### src/rtl/regfile_pkg.sv
// Shared types and width defaults for the register-file writeback arbiter.
package regfile_pkg;

    localparam int DEF_ADDR_WIDTH = 5;
    localparam int DEF_WIDTH      = 32;

    typedef struct packed {
        logic [DEF_ADDR_WIDTH-1:0] addr;
        logic [DEF_WIDTH-1:0]      data;
    } wb_req_t;

    typedef enum logic {
        GNT_ALU = 1'b0,
        GNT_MEM = 1'b1
    } grant_e;

endpackage

### src/rtl/wb_queue.sv
// Small writeback request FIFO; exposes the head plus per-slot valid/addr
// so the top level can answer pending-write queries.
module wb_queue
    import regfile_pkg::*;
#(
    parameter int  QDEPTH     = 2,
    parameter int  ADDR_WIDTH = DEF_ADDR_WIDTH,
    parameter type req_t      = wb_req_t
) (
    input  logic                                clk,
    input  logic                                rst_n,
    input  logic                                push,
    input  req_t                                push_req,
    input  logic                                pop,
    output req_t                                head,
    output logic                                full,
    output logic                                empty,
    output logic [QDEPTH-1:0]                   entry_valid,
    output logic [QDEPTH-1:0][ADDR_WIDTH-1:0]   entry_addr
);

    localparam int PW = (QDEPTH > 1) ? $clog2(QDEPTH) : 1;
    localparam int CW = $clog2(QDEPTH + 1);

    req_t              mem_r [QDEPTH];
    logic [PW-1:0]     wr_ptr_r;
    logic [PW-1:0]     rd_ptr_r;
    logic [CW-1:0]     count_r;
    logic [QDEPTH-1:0] vld_r;
    logic              push_s;
    logic              pop_s;

    function automatic logic [PW-1:0] next_ptr(input logic [PW-1:0] ptr);
        if (ptr == PW'(QDEPTH - 1)) begin
            return '0;
        end else begin
            return ptr + PW'(1);
        end
    endfunction

    assign full   = (count_r == CW'(QDEPTH));
    assign empty  = (count_r == CW'(0));
    assign push_s = push && !full;
    assign pop_s  = pop && !empty;

    // Pointers, occupancy and slot storage.
    always_ff @(posedge clk or negedge rst_n) begin
        if (!rst_n) begin
            wr_ptr_r <= '0;
            rd_ptr_r <= '0;
            count_r  <= '0;
            vld_r    <= '0;
            for (int i = 0; i < QDEPTH; i++) begin
                mem_r[i] <= '0;
            end
        end else begin
            if (push_s) begin
                mem_r[wr_ptr_r] <= push_req;
                vld_r[wr_ptr_r] <= 1'b1;
                wr_ptr_r        <= next_ptr(wr_ptr_r);
            end
            if (pop_s) begin
                vld_r[rd_ptr_r] <= 1'b0;
                rd_ptr_r        <= next_ptr(rd_ptr_r);
            end
            case ({push_s, pop_s})
                2'b10:   count_r <= count_r + CW'(1);
                2'b01:   count_r <= count_r - CW'(1);
                default: count_r <= count_r;
            endcase
        end
    end

    // Head and per-slot views for the query compare.
    always_comb begin
        head        = mem_r[rd_ptr_r];
        entry_valid = vld_r;
        for (int i = 0; i < QDEPTH; i++) begin
            entry_addr[i] = mem_r[i].addr;
        end
    end

endmodule

### src/rtl/regfile_wb_arbiter.sv
// Round-robin arbiter sharing the register-file write port between the ALU
// and load-return writeback queues, with a pending-write hazard query.
module regfile_wb_arbiter
    import regfile_pkg::*;
#(
    parameter int ADDR_WIDTH  = DEF_ADDR_WIDTH,
    parameter int WIDTH       = DEF_WIDTH,
    parameter int QDEPTH      = 2,
    parameter int ZERO_REG_RO = 1
) (
    input  logic                  clk,
    input  logic                  rst_n,
    input  logic                  alu_valid,
    output logic                  alu_ready,
    input  logic [ADDR_WIDTH-1:0] alu_addr,
    input  logic [WIDTH-1:0]      alu_data,
    input  logic                  mem_valid,
    output logic                  mem_ready,
    input  logic [ADDR_WIDTH-1:0] mem_addr,
    input  logic [WIDTH-1:0]      mem_data,
    output logic                  reg_write_en,
    output logic [ADDR_WIDTH-1:0] destination_reg,
    output logic [WIDTH-1:0]      write_data,
    input  logic [ADDR_WIDTH-1:0] query_addr,
    output logic                  query_hit,
    output logic                  wb_pending
);

    typedef struct packed {
        logic [ADDR_WIDTH-1:0] addr;
        logic [WIDTH-1:0]      data;
    } req_t;

    req_t                              alu_req_s, mem_req_s;
    req_t                              alu_head_s, mem_head_s, gnt_req_s;
    logic                              alu_full_s, alu_empty_s, mem_full_s, mem_empty_s;
    logic [QDEPTH-1:0]                 alu_vld_s, mem_vld_s;
    logic [QDEPTH-1:0][ADDR_WIDTH-1:0] alu_slot_s, mem_slot_s;
    logic                              grant_vld_s, alu_pop_s, mem_pop_s, drop_s, hit_any_s;
    grant_e                            grant_s, last_grant_r;
    logic                              we_r;
    logic [ADDR_WIDTH-1:0]             dest_r;
    logic [WIDTH-1:0]                  data_r;

    assign alu_req_s = '{addr: alu_addr, data: alu_data};
    assign mem_req_s = '{addr: mem_addr, data: mem_data};

    wb_queue #(.QDEPTH(QDEPTH), .ADDR_WIDTH(ADDR_WIDTH), .req_t(req_t)) u_alu_q (
        .clk(clk), .rst_n(rst_n),
        .push(alu_valid), .push_req(alu_req_s), .pop(alu_pop_s),
        .head(alu_head_s), .full(alu_full_s), .empty(alu_empty_s),
        .entry_valid(alu_vld_s), .entry_addr(alu_slot_s)
    );

    wb_queue #(.QDEPTH(QDEPTH), .ADDR_WIDTH(ADDR_WIDTH), .req_t(req_t)) u_mem_q (
        .clk(clk), .rst_n(rst_n),
        .push(mem_valid), .push_req(mem_req_s), .pop(mem_pop_s),
        .head(mem_head_s), .full(mem_full_s), .empty(mem_empty_s),
        .entry_valid(mem_vld_s), .entry_addr(mem_slot_s)
    );

    assign alu_ready = !alu_full_s;
    assign mem_ready = !mem_full_s;

    // Round-robin choice between the two queue heads.
    always_comb begin
        grant_vld_s = 1'b0;
        grant_s     = GNT_ALU;
        if (!alu_empty_s && !mem_empty_s) begin
            grant_vld_s = 1'b1;
            grant_s     = (last_grant_r == GNT_MEM) ? GNT_ALU : GNT_MEM;
        end else if (!alu_empty_s) begin
            grant_vld_s = 1'b1;
            grant_s     = GNT_ALU;
        end else if (!mem_empty_s) begin
            grant_vld_s = 1'b1;
            grant_s     = GNT_MEM;
        end else begin
            grant_vld_s = 1'b0;
        end
    end

    assign alu_pop_s = grant_vld_s && (grant_s == GNT_ALU);
    assign mem_pop_s = grant_vld_s && (grant_s == GNT_MEM);
    assign gnt_req_s = (grant_s == GNT_ALU) ? alu_head_s : mem_head_s;
    assign drop_s    = (ZERO_REG_RO != 0) && (gnt_req_s.addr == '0);

    // Write stage; a dropped address-0 grant still consumes its turn.
    always_ff @(posedge clk or negedge rst_n) begin
        if (!rst_n) begin
            last_grant_r <= GNT_MEM;
            we_r         <= 1'b0;
            dest_r       <= '0;
            data_r       <= '0;
        end else if (grant_vld_s) begin
            last_grant_r <= grant_s;
            we_r         <= !drop_s;
            if (!drop_s) begin
                dest_r <= gnt_req_s.addr;
                data_r <= gnt_req_s.data;
            end
        end else begin
            we_r <= 1'b0;
        end
    end

    assign reg_write_en    = we_r;
    assign destination_reg = dest_r;
    assign write_data      = data_r;

    // Pending-write lookup across both queues and the write stage.
    always_comb begin
        hit_any_s = we_r && (dest_r == query_addr);
        for (int i = 0; i < QDEPTH; i++) begin
            if (alu_vld_s[i] && (alu_slot_s[i] == query_addr)) begin
                hit_any_s = 1'b1;
            end else if (mem_vld_s[i] && (mem_slot_s[i] == query_addr)) begin
                hit_any_s = 1'b1;
            end else begin
                hit_any_s = hit_any_s;
            end
        end
    end

    assign query_hit  = hit_any_s && !((ZERO_REG_RO != 0) && (query_addr == '0));
    assign wb_pending = !alu_empty_s || !mem_empty_s || we_r;

endmodule

### config.mk
export PLATFORM = sky130hd
export DESIGN_NAME = regfile_wb_arbiter
export DESIGN_NICKNAME = d
export VERILOG_FILES = /design/src/rtl/regfile_pkg.sv /design/src/rtl/wb_queue.sv /design/src/rtl/regfile_wb_arbiter.sv
export SDC_FILE = /design/constraint.sdc
export NUM_CORES = 1
export LEC_CHECK = 0
export ABC_AREA = 1
export ABC_CLOCK_PERIOD_IN_PS = 1900
export BUFFER_PORTS_ARGS = -buffer_cell sky130_fd_sc_hd__buf_2
export CELL_PAD_IN_SITES_DETAIL_PLACEMENT = 0
export CELL_PAD_IN_SITES_GLOBAL_PLACEMENT = 2
export CORE_ASPECT_RATIO = 1.4
export CORE_MARGIN = 5
export CORE_UTILIZATION = 32
export CTS_BUF_LIST = sky130_fd_sc_hd__clkbuf_4
export DETAILED_ROUTE_END_ITERATION = 7
export PLACE_DENSITY_LB_ADDON = 0.25
export SYNTH_ARGS = -nofsm -noshare
export SYNTH_HDL_FRONTEND = slang
export SYNTH_SLANG_ARGS = --single-unit
### constraint.sdc
create_clock -name clk -period 1.9 [get_ports clk]
set_clock_uncertainty 0.2 [all_clocks]
set_input_delay 0.285 -clock clk [delete_from_list [all_inputs] [get_ports clk]]
set_output_delay 0.285 -clock clk [all_outputs]
set_load 0.02 [all_outputs]
# Word level (Yosys, flattened, before mapping)
# Cells that the tools add are included.
dict set report word_totals {
  elab_cells 141
  reg_bits 199
  inputBits 83
}
dict set report classes {
  add_sub_neg 8
  eq_ne 11
  n_reduce_logical 34
  n_lt_le_gt_ge 14
  muxes 42
  bitwise_logic 12
}
# cell count
set op_table {}
lappend op_table {{$mux 37} 9}
lappend op_table {{$bwmux 74} 2}
lappend op_table {{$demux 37 s1} 2}
lappend op_table {{$eq 5x5->1} 5}
lappend op_table {{$logic_and 1x1->1} 19}
lappend op_table {{$mux 1} 19}
lappend op_table {{$logic_not 5->1} 2}
lappend op_table {{$eq 2x2->1 const B} 4}
lappend op_table {{$ge 2x2->1 const B} 4}
lappend op_table {{$lt 1x2->1 const B} 4}
lappend op_table {{$mux 2} 4}
lappend op_table {{$not 1->2} 4}
lappend op_table {{$pmux 2 s2} 2}
lappend op_table {{$logic_not 1->1} 6}
lappend op_table {{$add 1x1->1 const B} 4}
lappend op_table {{$add 2x1->2 const B} 2}
lappend op_table {{$and 2x2->2} 2}
lappend op_table {{$demux 1 s1} 4}
lappend op_table {{$eq 2x1->1 const B} 2}
lappend op_table {{$ge 1x1->1 const B} 4}
lappend op_table {{$logic_not 2->1} 2}
lappend op_table {{$lt 2x1->1 const B} 2}
lappend op_table {{$not 2->2} 2}
lappend op_table {{$or 2x2->2} 2}
lappend op_table {{5 further kinds} 9}

# Longest topological paths before layout
# Gate-level depths: netlist (run 1).
dict set report logic_depth {
  ltp_word 9
  depth_mapped 13
}

# Modules after synthesis
# From an unflattened synthesis (run 1), not the netlist that was laid out.
dict set report hier_totals {
  hier_cells 1294
  hier_area_um2 10077.2
}
# mod cells_per_inst area_per_inst_um2 seq_area_each_um2 instances
set by_module_without_submodules {}
lappend by_module_without_submodules {wb_queue 447 3753.6 2001.9 2}
lappend by_module_without_submodules {regfile_wb_arbiter 400 2570.0 977.2 1}

# Worst setup path after synthesis (run 1)
# No wires, ideal clock.
dict set report synth_timing {
  path_type {register to register}
  start {register u_mem_q.count_r[0]}
  end {register u_alu_q.count_r[1]}
  t_required_ns 1.569
  stages_incl_launch_ff 9
  path_slack_ns -0.005
  setup_time_ns 0.131
  arrival_ns 1.574
  path_cell_list {dfrtp_1 -> nor2_4 -> inv_4 -> nor2_1 -> nor2_1 -> ha_1 -> a21oi_1 -> o21ai_0 -> xor2_1}
}
dict set report synth_between {
  elab_chain_len 9
  word_cells_on_any_way 15
  classes_between {eq/ne (2); mux (6); bitwise (1); reduce/logical (6)}
}
# element line
set synth_rtl {}
lappend synth_rtl {{from (decl)} wb_queue.sv:28} ;# logic [CW-1:0] count_r;
lappend synth_rtl {{from (signal assigned)} wb_queue.sv:67} ;# 2'b10: count_r <= count_r + CW'(1);
lappend synth_rtl {{from (signal assigned)} wb_queue.sv:68} ;# 2'b01: count_r <= count_r - CW'(1);
lappend synth_rtl {{from (signal assigned)} wb_queue.sv:69} ;# default: count_r <= count_r;
lappend synth_rtl {{$logic_not 2->1 *} wb_queue.sv:42} ;# assign empty = (count_r == CW'(0));
lappend synth_rtl {{$mux 1 or $logic_not 1->1 (tied branches)} {regfile_wb_arbiter.sv:75, regfile_wb_arbiter.sv:69}}
lappend synth_rtl {{$mux 1 or $logic_and 1x1->1 (tied branches)} {regfile_wb_arbiter.sv:72, regfile_wb_arbiter.sv:69}}
lappend synth_rtl {{$mux 1} regfile_wb_arbiter.sv:69} ;# if (!alu_empty_s && !mem_empty_s) begin
lappend synth_rtl {{$not 1->1} -}
lappend synth_rtl {{$logic_and 1x1->1 *} regfile_wb_arbiter.sv:83} ;# assign alu_pop_s = grant_vld_s && (grant_s == GNT_ALU);
lappend synth_rtl {{$logic_and 1x1->1 *} wb_queue.sv:44} ;# assign pop_s = pop && !empty;
lappend synth_rtl {{$eq 2x1->1 or $eq 2x2->1 (tied branches)} wb_queue.sv:66} ;# case ({push_s, pop_s})
lappend synth_rtl {{$pmux 2 s2 or $reduce_bool 2->1 (tied branches)} -}
lappend synth_rtl {{to (signal assigned)} wb_queue.sv:67}
lappend synth_rtl {{to (signal assigned)} wb_queue.sv:68}
lappend synth_rtl {{to (signal assigned)} wb_queue.sv:69}
lappend synth_rtl {{to (decl)} wb_queue.sv:28}
# Every way passes the cells marked *; elsewhere a longest branch is shown, timed or not.
# A chain may end at the register's enable or synchronous reset.

# Worst setup path in the final report (run 1)
dict set report layout_timing {
  start {register u_alu_q.mem_r (netlist bit u_alu_q.entry_addr[2])}
  end {output port query_hit}
}
dict set report layout_between {
  elab_chain_len 6
}
# element line
set layout_rtl {}
lappend layout_rtl {{from (decl)} wb_queue.sv:25} ;# req_t mem_r [QDEPTH];
lappend layout_rtl {{from (signal, indexed assignment)} wb_queue.sv:58} ;# mem_r[wr_ptr_r] <= push_req;
lappend layout_rtl {{$eq 5x5->1} regfile_wb_arbiter.sv:115} ;# if (alu_vld_s[i] && (alu_slot_s[i] == query_addr)) begin
lappend layout_rtl {{$logic_and 1x1->1} regfile_wb_arbiter.sv:115}
lappend layout_rtl {{$mux 1} regfile_wb_arbiter.sv:115}
lappend layout_rtl {{$mux 1} regfile_wb_arbiter.sv:117} ;# end else if (mem_vld_s[i] && (mem_slot_s[i] == query_addr)) begin
lappend layout_rtl {{$mux 1} regfile_wb_arbiter.sv:115}
lappend layout_rtl {{$logic_and 1x1->1} regfile_wb_arbiter.sv:125} ;# assign query_hit = hit_any_s && !((ZERO_REG_RO != 0) && (query_addr == '0));
lappend layout_rtl {{to (decl)} regfile_wb_arbiter.sv:25} ;# output logic query_hit,
# No other way between the ends.

==> results of run 1 <==
timing repair:
| action | 4_1_cts | 5_1_grt |
|---|---|---|
| endpoints found under the setup margin | 13 | 153 |
| pin swaps | 13 | 52 |
| cloned | 2 | 24 |
| resized for setup | 44 | 162 |
| hold endpoints to repair | 351 | 0 |
| hold buffers | 78 | 0 |
| buffers inserted | 17 | 18 |
synthesized netlist by cell type (2+ instances only):
cell type,count
inv_2,5
o21ai_0,149
xor2_1,8
nand2_2,5
nor2_1,19
nand3_2,19
ha_1,2
a21oi_1,11
buf_6,8
nand2_1,431
nor3_1,3
buf_4,11
nand4_1,2
o22ai_1,5
clkbuf_1,27
or2_2,2
buf_2,15
nor2_2,3
nand3_1,97
dfrtp_1,198
o21ai_1,10
nor2_4,4
or2_1,2
inv_1,92
xnor2_1,4
area by class of cell:
class / instances / area, µm²
Sequential cell: 199 / 4981
Antenna cell: 1 / 2.502
Multi-Input combinational cell: 783 / 4213
Inverter: 99 / 384.1
Tap cell: 380 / 475.5
Timing Repair Buffer: 326 / 3084
Fill cell: 2884 / 15570
Clock buffer: 18 / 135.1
Clock inverter: 13 / 137.6
metrics by stage:
stage          hold slack (ns)  area [µm²]  util (%)  cells
2_1_floorplan          -0.2106        9325         -   1143
3_3_place_gp           0.04640       10790     37.23   1652
3_5_place_dp           0.04655       10790     37.23   1652
4_1_cts                 0.2078       12190     42.06   1780
5_1_grt                 0.2190       13410     46.28   1819
6_report                0.2444       13410     46.28   1819
cells by family (layout without fill, tap and decap cells):
group,after synthesis,after routing
fa+ha+maj,2,2
mux,1,1
compound gates,179,179
flops,199,199
xor+xnor,12,12
buf+inv,162,456
other cells,0,1
simple gates,588,589
worst max-delay path, stage by stage, from the launching register on:
cell     delay, ns
dfrtp_1       0.39
inv_1         0.08
buf_4         0.14
o22ai_1       0.11
inv_1         0.05
nand4_1       0.10
nand2_1       0.06
nor2_1        0.10
nor2_1        0.04
buf_4         0.16
final timing paths:
path	startpoint	endpoint	slack, ns
max in group asynchronous	rst_n	u_alu_q.mem_r[58]$_DFFE_PN0P_	0.31
hold / removal	alu_addr[3]	u_alu_q.entry_addr[3]$_DFFE_PN0P_	0.24
setup reg to reg	u_alu_q.count_r[1]$_DFFE_PN0P_	destination_reg[1]$_DFFE_PN0P_	-0.22
hold reg to reg	u_mem_q.mem_r[21]$_DFFE_PN0P_	u_mem_q.mem_r[21]$_DFFE_PN0P_	0.30
min in group asynchronous	rst_n	u_alu_q.entry_addr[7]$_DFFE_PN0P_	0.49
setup / recovery	u_alu_q.entry_addr[2]$_DFFE_PN0P_	query_hit	-0.43
layer usage:
layer	global-route usage (%)	vias to the layer above
met5	0	-
met4	5.850	0
met3	2.924	57
met2	34.95	198
met1	21.26	4145
li1	-	4197
power groups by stage:
stage | Sequential, mW | Clock [mW] | Combinational (mW)
3_5_place_dp | 7.76 | 0 | 11.7
5_1_grt | 7.93 | 2.56 | 18.2
4_1_cts | 7.66 | 2.42 | 12.9
2_1_floorplan | 7.74 | 0 | 7.28
3_3_place_gp | 7.74 | 0 | 11.6
6_report | 7.70 | 2.34 | 16.8
placed cells by master, fill, tap and decap left out, types with 17 or more instances in the layout:
cell	instances
inv_1	86
clkbuf_16	19
nor2_1	17
buf_12	19
dfrtp_1	198
o21ai_1	33
nand2_2	24
nand3_2	57
buf_4	58
buf_6	30
nand3_1	47
buf_2	118
clkbuf_4	18
nand2_1	401
dlygate4sd3_1	78
o21ai_0	119
==> metrics.yaml, run 1 <==
status: "complete, but fails checks"
violations: "negative setup slack"
row_count: 74
p_int_mw: 14.71
synth_compound_area_share_pct: 9.972
areaGrowthSynthToFinish_pct: 43.87
synth_edf_count: 0
yosys.area.top_type: "dfrtp_1"
yosys-top-cells-area: "dfrtp_1 (53%), nand2_1 (17%), o21ai_0 (8.0%)"
worstPathMaxFanout: 2
routed_wl_um: 33020
clkTransAtPathRegs_ns: 0.16
syn_avg_cell_area_um2: 8.156
min_delay_path_depth: 4
drv_cap: 0
p_switching_mw: 12.08
powerDensity_nw_per_um2: 1998
synth_top_family_by_area: "simple AND/OR/NAND/NOR gates"
power_frac_comb_pct: 62.5
wl_met3_um: 1178
synth.distinct_cells: 36
peakVddDrop_v: 0.0008767
start_kind: "register"
hold_viol: 0
finalPower_mw: 26.79
numCtsBuffers: 17
dpl.hpwl_um: 20700
insertion_delay_ns: 0.60
setup_ws_ns: -0.4315
clock-root-buffer: "clkbuf_4"
ys_ff_latch: 199
synth_xor_area_share_pct: 1.127
htreeDepth: 4
vias: 8597
synthMuxAreaShare_pct: 0.1208
fp.dieH_um: 212.0
cts.path.max_buffers: 2
syn_area_um2: 9323
rsz0062_at_grt: "true"
tightest_slew_ns: 0.7241
netSwitchingFraction_pct: 45.08
ys_seq_area_share_pct: 53.43
endpoint_kind: "primary output"
m1WireLength_um: 13190
syn_inst: 1143
worstSetupPathType: "register to primary output"
top_layer: "met4"
drt_iter0_markers: 445
drive_above_1_share_pct: 29.28
holdCritPathClass: "input port to register"
die_area_um2: 32700
first_pass_iters: 7
wl_per_cell_um: 18.15
crit_arrival_ns: 1.85
finalCritPeriodShare_pct: 122.7
slew_headroom_pct: 51.72
rr_worst_depth: 11
gp_congestion: 0.8148
finalSetupTns_ns: -7.881
maxSlewViolCount: 0
synth_fa_ha_area_share_pct: 0.2684
yosys.area_share.simple_pct: 27.07
grt-ovfl-total: 0
yosys_warnings: 0
numClockSinks: 199
pin_count: 125
leakage_nw: 6.841
grt_pass1_wl_um: 46830
start_util_pct: 32.17
p_seq_share_pct: 28.7
remaining_drc_errors: 0
grt_usage_pct: 18.50
fmax_mhz: 428.9
synth_top_area_share_pct: 53.15
critPathRequiredTime_ns: 1.41
die_x_um: 154.3
fin_crit_ns: 2.331
grt_max_degree: 65
cts_tree: "built"
port_buffers: 124
dp_slack_ns: -0.06009
dr_wl_met2_um: 17500
setup_viol: 42
antenna_left: 0
coreArea_um2: 28980
async_reset_ff_share_pct: 100.0
grt_antenna_before_repair: 1
grt_pass1_vias: 8574
final_nets: 1511
clkPwrFrac_pct: 8.7
viasPerCell: 4.726
ys.flop_type: "dfrtp_1"
syn-num-nets: 1228
(Power assumes the default switching activity.)
==> run 2, diff against run 1 <==
Settings changed: ABC_CLOCK_PERIOD_IN_PS 1900 to 2000, CORE_ASPECT_RATIO 1.4 to not set.
Clock period 1.9 ns to 2 ns, I/O delays scaled along.
==> run 2 against run 1 <==
The flow still finishes with violations (negative setup slack). Critical path depth fell by 2. Flip-flop and latch count did not move. Register-to-register slack improved by 0.04 ns. Via count fell by 5.7%. Wire length fell by 11%. Worst hold slack improved by 0.021 ns. Sequential power fell by 6.5%. Worst setup slack improved by 0.15 ns. Cell count fell by 1.5%. Non-clock buffer count fell by 32. Utilization fell by 2.0 points. Critical endpoint unchanged. Largest cell class unchanged. Highest routed layer unchanged.
==> metrics.yaml, run 2 (synthesis results as in run 1) <==
setup_ws_ns: -0.2789
peakVddDrop_v: 0.0009926
grt-ovfl-total: 0
grt_pass1_wl_um: 43480
violations: "negative setup slack"
tightest_slew_ns: 0.4926
viasPerCell: 4.529
top_usage_layer: "met1"
routed_wl_um: 29380
final_common_cell: "nand2_1"
maxSlewViolCount: 0
clock-root-buffer: "clkbuf_4"
hold_viol: 0
die_area_um2: 32650
first_pass_iters: 5
num-fill-cells: 2984
critPathRequiredTime_ns: 1.50
start_util_pct: 32.48
drive_above_1_share_pct: 25.89
finalPower_mw: 23.85
finalSetupTns_ns: -5.824
wl_per_cell_um: 16.40
gr-usage-met3_pct: 2.463
layout_common_cells: "nand2_1 (420), dfrtp_1 (195), o21ai_0 (141), buf_2 (119), inv_1 (89)"
dp_slack_ns: 0.03853
grt_antenna_before_repair: 1
drv_cap: 0
drt_iter0_markers: 590
final_area_um2: 12720
final_nets: 1478
met1_usage_pct: 25.91
port_buffers: 124
coreArea_um2: 28700
grt_max_degree: 65
crit_arrival_ns: 1.78
finalCritPeriodShare_pct: 113.9
vias: 8111
row_count: 62
endpoint_kind: "primary output"
dpl.hpwl_um: 19410
dpl_cell_area_um2: 10680
gp_congestion: 0.8115
grt_pass1_vias: 7673
worstSetupPathType: "register to primary output"
worst_hold_slack_ns: 0.2655
slew_headroom_pct: 67.16
rsz0062_at_grt: "true"
start_kind: "register"
cts_tree: "built"
leakage_nw: 6.496
antenna_left: 0
clkTransAtPathRegs_ns: 0.22
fin_crit_ns: 2.279
numClockSinks: 199
cts.path.max_buffers: 2
grt_usage_pct: 16.71
worstPathMaxFanout: 3
areaGrowthSynthToFinish_pct: 36.44
insertion_delay_ns: 0.60
numCtsBuffers: 17
htreeDepth: 4
holdCritPathClass: "input port to register"
pin_count: 125
die_x_um: 180.7
setup_viol: 40
fmax_mhz: 438.8
powerDensity_nw_per_um2: 1875
met2_usage_pct: 24.80
remaining_drc_errors: 0
status: "complete, but fails checks"
fp.dieH_um: 180.7
[run 2: cell types whose count changed in the layout (fill, tap and decap cells not counted), moves of 5 or more]
cell,delta
o21ai_0,+22
buf_6,-19
nand2_1,+19
o21ai_1,-16
nand2_2,-11
nand3_4,-9
clkbuf_16,-8
nand2_4,-7
o21ai_2,-7
buf_4,-6
clkinv_1,-6
clkinv_8,+5
nand3_1,+5
[run 2: per-stage QoR]
step                utilization (%)  cells
floorplan                         -   1143
global placement              37.21   1641
detailed placement            37.21   1641
CTS                           41.51   1761
global route                  44.32   1791
finish                        44.32   1791
[run 2: worst paths after layout]
check	from	slack, ns	cells after the start	endpoint
max in group asynchronous	rst_n	0.40	4	u_alu_q.mem_r[29]$_DFFE_PN0P_
hold / removal	alu_data[9]	0.27	4	u_alu_q.mem_r[46]$_DFFE_PN0P_
hold reg to reg	u_alu_q.mem_r[60]$_DFFE_PN0P_	0.30	2	u_alu_q.mem_r[60]$_DFFE_PN0P_
setup / recovery	destination_reg[1]$_DFFE_PN0P_	-0.28	7	query_hit
setup reg to reg	last_grant_r$_DFFE_PN1N_	-0.18	11	write_data[5]$_DFFE_PN0P_
min in group asynchronous	rst_n	0.54	3	u_alu_q.entry_addr[7]$_DFFE_PN0P_
[run 2: cell type report]
class / instances / area (µm²) / share of cell area, %
clock inverter: 15 / 188.9 / 1.485
multi-input combinational: 782 / 3961 / 31.14
tap: 384 / 480.5 / 3.777
inverter: 99 / 374.1 / 2.941
sequential: 199 / 4985 / 39.19
timing repair buffer: 294 / 2600 / 20.44
antenna: 1 / 2.502 / 0.01967
clock buffer: 17 / 127.6 / 1.003
[run 2: layer usage]
| layer | share of wire, % | vias to the layer above |
|---|---|---|
| li1 | - | 4127 |
| met1 | 51 | 3810 |
| met2 | 45 | 161 |
| met3 | 3.8 | 13 |
| met4 | 0.71 | 0 |
| met5 | 0 | - |
[run 2: what timing repair did]
| item | 4_1_cts | 5_1_grt |
|---|---|---|
| pin swaps | 11 | 57 |
| setup buffers | 10 | 16 |
| gates cloned | 0 | 15 |
| resized for setup | 22 | 89 |
| hold endpoints to repair | 350 | 0 |
| hold buffers | 78 | 0 |
| setup endpoints to repair | 4 | 44 |
[run 2: where the power goes]
part	leakage, nW	switching (mW)	internal, mW
Clock	0.167	1.66	0.618
Combinational	3.86	8.14	6.23
Sequential	2.47	1.22	5.98
Total	6.50	11.0	12.8
[run 2: worst max-delay path: stages (launching register included)]
cell     delay, ns
dfrtp_1       0.45
xor2_1        0.18
nor2_1        0.13
nand3_1       0.09
nand3_1       0.08
nor2_1        0.04
nor2_1        0.08
buf_4         0.14
